--- src/rtl/reg_writeback_arbiter.sv ---
// Write-port owner for the OTTER 32x32 register file: merges the never-stalled
// pipeline writeback with a FIFO-buffered long-latency source and tracks pending registers.
module reg_writeback_arbiter #(
    parameter int DEPTH = 4,
    parameter int XLEN  = 32
) (
    input  logic            CLK,
    input  logic            RST_N,
    input  logic            A_VALID,
    input  logic [4:0]      A_ADDR,
    input  logic [XLEN-1:0] A_DATA,
    input  logic            L_VALID,
    output logic            L_READY,
    input  logic [4:0]      L_ADDR,
    input  logic [XLEN-1:0] L_DATA,
    input  logic            ISSUE_EN,
    input  logic [4:0]      ISSUE_ADDR,
    input  logic [4:0]      CHK_ADDR1,
    input  logic [4:0]      CHK_ADDR2,
    output logic            BUSY1,
    output logic            BUSY2,
    output logic            WR_EN,
    output logic [4:0]      WR_ADDR,
    output logic [XLEN-1:0] WR_DATA,
    output logic [2:0]      COUNT
);

    localparam int PTR_W = (DEPTH > 1) ? $clog2(DEPTH) : 1;

    logic [4:0]       fifo_addr [DEPTH];
    logic [XLEN-1:0]  fifo_data [DEPTH];
    logic [PTR_W-1:0] wr_ptr;
    logic [PTR_W-1:0] rd_ptr;
    logic [2:0]       count;
    logic [31:0]      pending;
    logic [31:0]      pending_nxt;

    logic             a_eff;
    logic             push;
    logic             pop;
    logic             pop_write;
    logic [4:0]       head_addr;
    logic [XLEN-1:0]  head_data;

    // Ready looks only at registered occupancy, so a full FIFO never passes through on a pop.
    assign L_READY   = (count != 3'(DEPTH));
    assign COUNT     = count;
    assign head_addr = fifo_addr[rd_ptr];
    assign head_data = fifo_data[rd_ptr];
    assign BUSY1     = pending[CHK_ADDR1];
    assign BUSY2     = pending[CHK_ADDR2];

    always_comb begin
        a_eff     = A_VALID && (A_ADDR != 5'd0);
        push      = L_VALID && L_READY;
        pop       = !a_eff && (count != 3'd0);
        pop_write = pop && (head_addr != 5'd0);
    end

    // Issue set is applied after the pop clear so a same-cycle collision leaves the bit set.
    always_comb begin
        pending_nxt = pending;
        if (pop_write) begin
            pending_nxt[head_addr] = 1'b0;
        end
        if (ISSUE_EN && (ISSUE_ADDR != 5'd0)) begin
            pending_nxt[ISSUE_ADDR] = 1'b1;
        end
        pending_nxt[0] = 1'b0;
    end

    always_ff @(posedge CLK) begin
        if (push) begin
            fifo_addr[wr_ptr] <= L_ADDR;
            fifo_data[wr_ptr] <= L_DATA;
        end
    end

    always_ff @(posedge CLK or negedge RST_N) begin
        if (!RST_N) begin
            wr_ptr <= '0;
            rd_ptr <= '0;
            count  <= 3'd0;
        end else begin
            if (push) begin
                wr_ptr <= wr_ptr + PTR_W'(1);
            end
            if (pop) begin
                rd_ptr <= rd_ptr + PTR_W'(1);
            end
            case ({push, pop})
                2'b10:   count <= count + 3'd1;
                2'b01:   count <= count - 3'd1;
                default: count <= count;
            endcase
        end
    end

    // Address/data hold their last value on idle cycles and on discarded x0 pops.
    always_ff @(posedge CLK or negedge RST_N) begin
        if (!RST_N) begin
            WR_EN   <= 1'b0;
            WR_ADDR <= 5'd0;
            WR_DATA <= '0;
        end else begin
            WR_EN <= a_eff || pop_write;
            if (a_eff) begin
                WR_ADDR <= A_ADDR;
                WR_DATA <= A_DATA;
            end else if (pop_write) begin
                WR_ADDR <= head_addr;
                WR_DATA <= head_data;
            end
        end
    end

    always_ff @(posedge CLK or negedge RST_N) begin
        if (!RST_N) begin
            pending <= 32'd0;
        end else begin
            pending <= pending_nxt;
        end
    end

endmodule

--- config.mk ---
export PLATFORM = sky130hd
export DESIGN_NAME = reg_writeback_arbiter
export DESIGN_NICKNAME = d
export VERILOG_FILES = /design/src/rtl/reg_writeback_arbiter.sv
export SDC_FILE = /design/constraint.sdc
export NUM_CORES = 1
export LEC_CHECK = 0
export CORE_MARGIN = 2
export CORE_UTILIZATION = 58
export DETAILED_ROUTE_END_ITERATION = 12
export GPL_ROUTABILITY_DRIVEN = 0
export PLACE_DENSITY = 0.82
export SYNTH_ARGS = -nofsm -noshare
export SYNTH_HDL_FRONTEND = slang
export SYNTH_SLANG_ARGS = --single-unit
--- constraint.sdc ---
create_clock -name CLK -period 6.9 [get_ports CLK]
set_input_delay 1.725 -clock CLK [delete_from_list [all_inputs] [get_ports CLK]]
set_output_delay 1.725 -clock CLK [all_outputs]
set_load 0.05 [all_outputs]
==> run summary <==
Headroom to the max-slew limit came out at 31.87%. The worst hold path terminates at pending[19]. Across all register-to-register paths, the minimum setup slack is 2810 ps. The worst setup path is launched from a primary input. Data on the critical path arrives at its endpoint at 4490 ps.

The tools report the quantity of hold-fixing buffers added after cts as 0. The worst setup path is captured at an output port. Shortest clock period the worst path allows after layout: 6215 ps. The path class of the tightest hold or removal check is reg2reg.

Overall power consumption after layout is estimated at 0.005140 W. Buffers inserted during clock tree synthesis total 23. Summing all multi-input logic gate instances after layout gives 0.002718 mm2. Setup repair after global routing left no endpoint under its margin. The via count of the first global-routing pass is 5859, and the slew at the pin closest to its max-slew limit is 1022 ps. In the final layout, flip-flops and latches occupy 0.006349 mm2. The worst setup path is of the in2out kind.

Along the worst hold path, the cell count comes to 2. Cell count after synthesis: 526. The logs give 3 for the number of buffers between clock root and the deepest sink and 312.9 uV for the peak ir drop on the vdd network.

The initialized floorplan defines 46 standard-cell rows. The total half-perimeter wirelength after legalization and detailed placement came out at 13350 um. The run gives 0 as the number of gates resized after cts.

The total area inside the core boundary comes to 0.01571 mm2. In the synthesized netlist, the cells that appear most often are 148 x sky130_fd_sc_hd__edfxtp_1, 76 x sky130_fd_sc_hd__dfrtp_1, 64 x sky130_fd_sc_hd__o21ai_0, 54 x sky130_fd_sc_hd__mux4_2, 35 x sky130_fd_sc_hd__or3_1. The setup-violating endpoint count in the final report was 0; the area share of the largest cell type after synthesis was 48.17%.

The synthesized design contains 148 enable-type register cells. In this run the cell area of the synthesized design comes to 0.009226 mm2. The critical path goes through clkdlybuf4s50_1 -> mux4_2 -> mux4_2 -> mux2_2 -> clkdlybuf4s50_1. The die covers 0.01693 mm2.

The filler cells instantiated in the layout total 971. The async set-or-reset flop fraction in the synthesized netlist came out at 33.93%. The wire length of the first global-routing pass is 32560 um, and the largest driver fanout on the critical path is 9.

For the worst setup path, the data required time is 5180 ps. Summed over all layers, the global routing overflow is 0. For this configuration, the core starts out at a cell density of 58.72%. The path depth of the worst reg2reg path is 7, and the share of the yosys chip area belonging to registers is 68.78%. The total of buffers placed on input and output ports is 137, and the number of optimization iterations in the first detailed-route pass is 5. The final period utilization is 90.07%, and the number of nets in the final layout is 763.

The worst hold path begins at pending[19]. In this run, distinct cell masters in the synthesized netlist total 39. Number of antenna-violating nets in the routed design: 0. The fraction of layout instances using a drive strength above 1 works out to 15.91%.

Dividing the synthesized area by the synthesized cell count gives 17.54 um2. In this run the vertical extent of the chip is 130.1 um. After synthesis the netlist holds a flip-flop and latch count of 224.

Across every metal layer, demand over resource in global routing totals 25.73%. Detailed routing inserted a total of 5672 vias. The synthesized design spends more area on one cell type than any other, namely sky130_fd_sc_hd__edfxtp_1. Dividing the detail-routed via count by the number of cells gives 6.330. The number of clock sinks came out at 224.

The synthesis warning total was 0. The count of unresolved DRC violations after routing came out at 0. The run gives 493 as the starting DRC count in detailed routing.

In the post-synthesis netlist, the cell with the most instances is sky130_fd_sc_hd__edfxtp_1. On the final layout, the worst clock skew is 8.534 ps. The leakage power figure is 3.959 nW. The number of nets in the synthesized netlist is 626. The endpoint identified for the worst register-to-register timing path is WR_DATA[15].

The most used flip-flop cell after synthesis is sky130_fd_sc_hd__edfxtp_1. After clock tree synthesis, the setup repair step added 0 buffers. Clock-pin slew was measured on the worst setup and hold paths at 50 ps.

The number of H-tree levels was 1. The die span in x works out to 130.1 um. The tools report the aggregate negative setup slack as 0 ps.

138 I/O pins were placed. The tools report the initial antenna violation count as 2. The count of max-cap constraint violations came out at 0. Highest clock rate: 0.1609 GHz. Area growth from synthesis to final layout: 24.11%. The later pin in the worst-skew pair is clocked with a latency of 490 ps. The tools report the sum of routed wire length over all layers as 21260 um. The slowest stage of the critical path belongs to the cell sky130_fd_sc_hd__clkdlybuf4s50_1. The average routed wire per standard cell came out at 23.73 um. After synthesis, the cell types taking the most area are sky130_fd_sc_hd__edfxtp_1 48%, sky130_fd_sc_hd__dfrtp_1 21%, sky130_fd_sc_hd__mux4_2 13%. TritonCTS built the clock tree.

The run finished with clean final reports. The largest stage delay on the critical path works out to 750 ps. The count of final max-slew check failures was 0; the power per cell area was 448.9 mW/mm2. Entering global routing, the biggest net connects 77 pins.

The cell sitting at the root of the clock tree is a sky130_fd_sc_hd__clkbuf_16. In this run the critical register-to-register path is launched from rd_ptr[0]. The tools report the count of final hold-check violations as 0.
==> cell usage in the layout (no fill, tap or decap), drive strengths merged <==
cell type	count
or2	1
mux2i	1
and2	1
clkbuf	31
ha	5
bufinv	1
a221oi	5
o21a	1
nand2	11
o221a	32
mux2	4
mux4	55
clkdlybuf4s50	136
nor2b	2
or4	2
xnor2	3
xor2	3
buf	5
clkinv	8
nand2b	2
or3b	3
o21ai	67
diode	1
nand3b	6
edfxtp	148
nand3	4
dfrtp	76
or3	36
nor3	1
and3	4
inv	7
nand4	2
clkinvlp	1
fa	1
nor2	14
==> state kept, by name, summed over array words and instances (netlist names) <==
name       cells
COUNT          3
WR_ADDR        5
WR_DATA       32
WR_EN          1
fifo_addr     20
fifo_data    128
pending       31
rd_ptr         2
wr_ptr         2
==> final cells by class <==
cell class	count	area share, %
diodes	1	0.02185
clock buffers	31	5.376
clock inverters	10	0.6228
inverters	7	0.2295
multi-input cells	266	23.73
flip-flops and latches	224	55.44
well taps	216	2.360
repair buffers	141	12.22
==> per-stage QoR <==
step           setup slack (ps)  util (%)  hold slack (ps)  instances  cell area (um2)
2_1_floorplan              1714         -            470.5        526             9226
3_3_place_gp              743.2     68.49            519.4        854            10760
3_5_place_dp              679.6     68.49            529.8        854            10760
4_1_cts                   671.4     72.86            541.9        895            11450
5_1_grt                   582.2     72.86            562.7        895            11450
6_report                  685.3     72.88            544.9        896            11450
==> cell families (layout without fill, tap and decap cells) <==
kind of cell / count (synthesis) / after routing / share of synthesized area (%)
flops: 224 / 224 / 68.78
compound gates: 105 / 105 / 8.137
simple gates: 89 / 89 / 5.614
mux: 60 / 60 / 14.06
buf+inv: 36 / 189 / 1.939
fa+ha+maj: 6 / 6 / 0.8950
xor+xnor: 6 / 6 / 0.5697
other cells: 0 / 1 / 0
==> critical path, delay by kind of cell <==
kind | cells | cell delay [ps]
buffers and inverters | 2 | 1440
multiplexers | 3 | 1320
==> routing by layer <==
layer / track usage (%) / wire length (um) / up-vias
li1: - / - / 2425
met1: 32.80 / 7961 / 2895
met2: 44.56 / 10990 / 293
met3: 4.879 / 1641 / 57
met4: 9.551 / 657 / 2
met5: 0 / 13 / -
==> power by group <==
part	internal [W]	switching (W)
logic	0.000797	0.00108
registers	0.00185	0.000286
clock network	0.000660	0.000473
total	0.00330	0.00184
==> worst max-delay path by stage <==
| stage | start | end | slack (ps) | depth (start not counted) |
|---|---|---|---|---|
| 2_1_floorplan | CHK_ADDR1[0] | BUSY1 | 1710 | 4 |
| 3_3_place_gp | CHK_ADDR2[0] | BUSY2 | 740 | 5 |
| 3_5_place_dp | CHK_ADDR1[0] | BUSY1 | 680 | 5 |
| 4_1_cts | CHK_ADDR1[0] | BUSY1 | 670 | 5 |
| 5_1_grt | CHK_ADDR2[0] | BUSY2 | 580 | 5 |
| 6_report | CHK_ADDR1[0] | BUSY1 | 690 | 5 |
(Power assumes the default switching activity.)
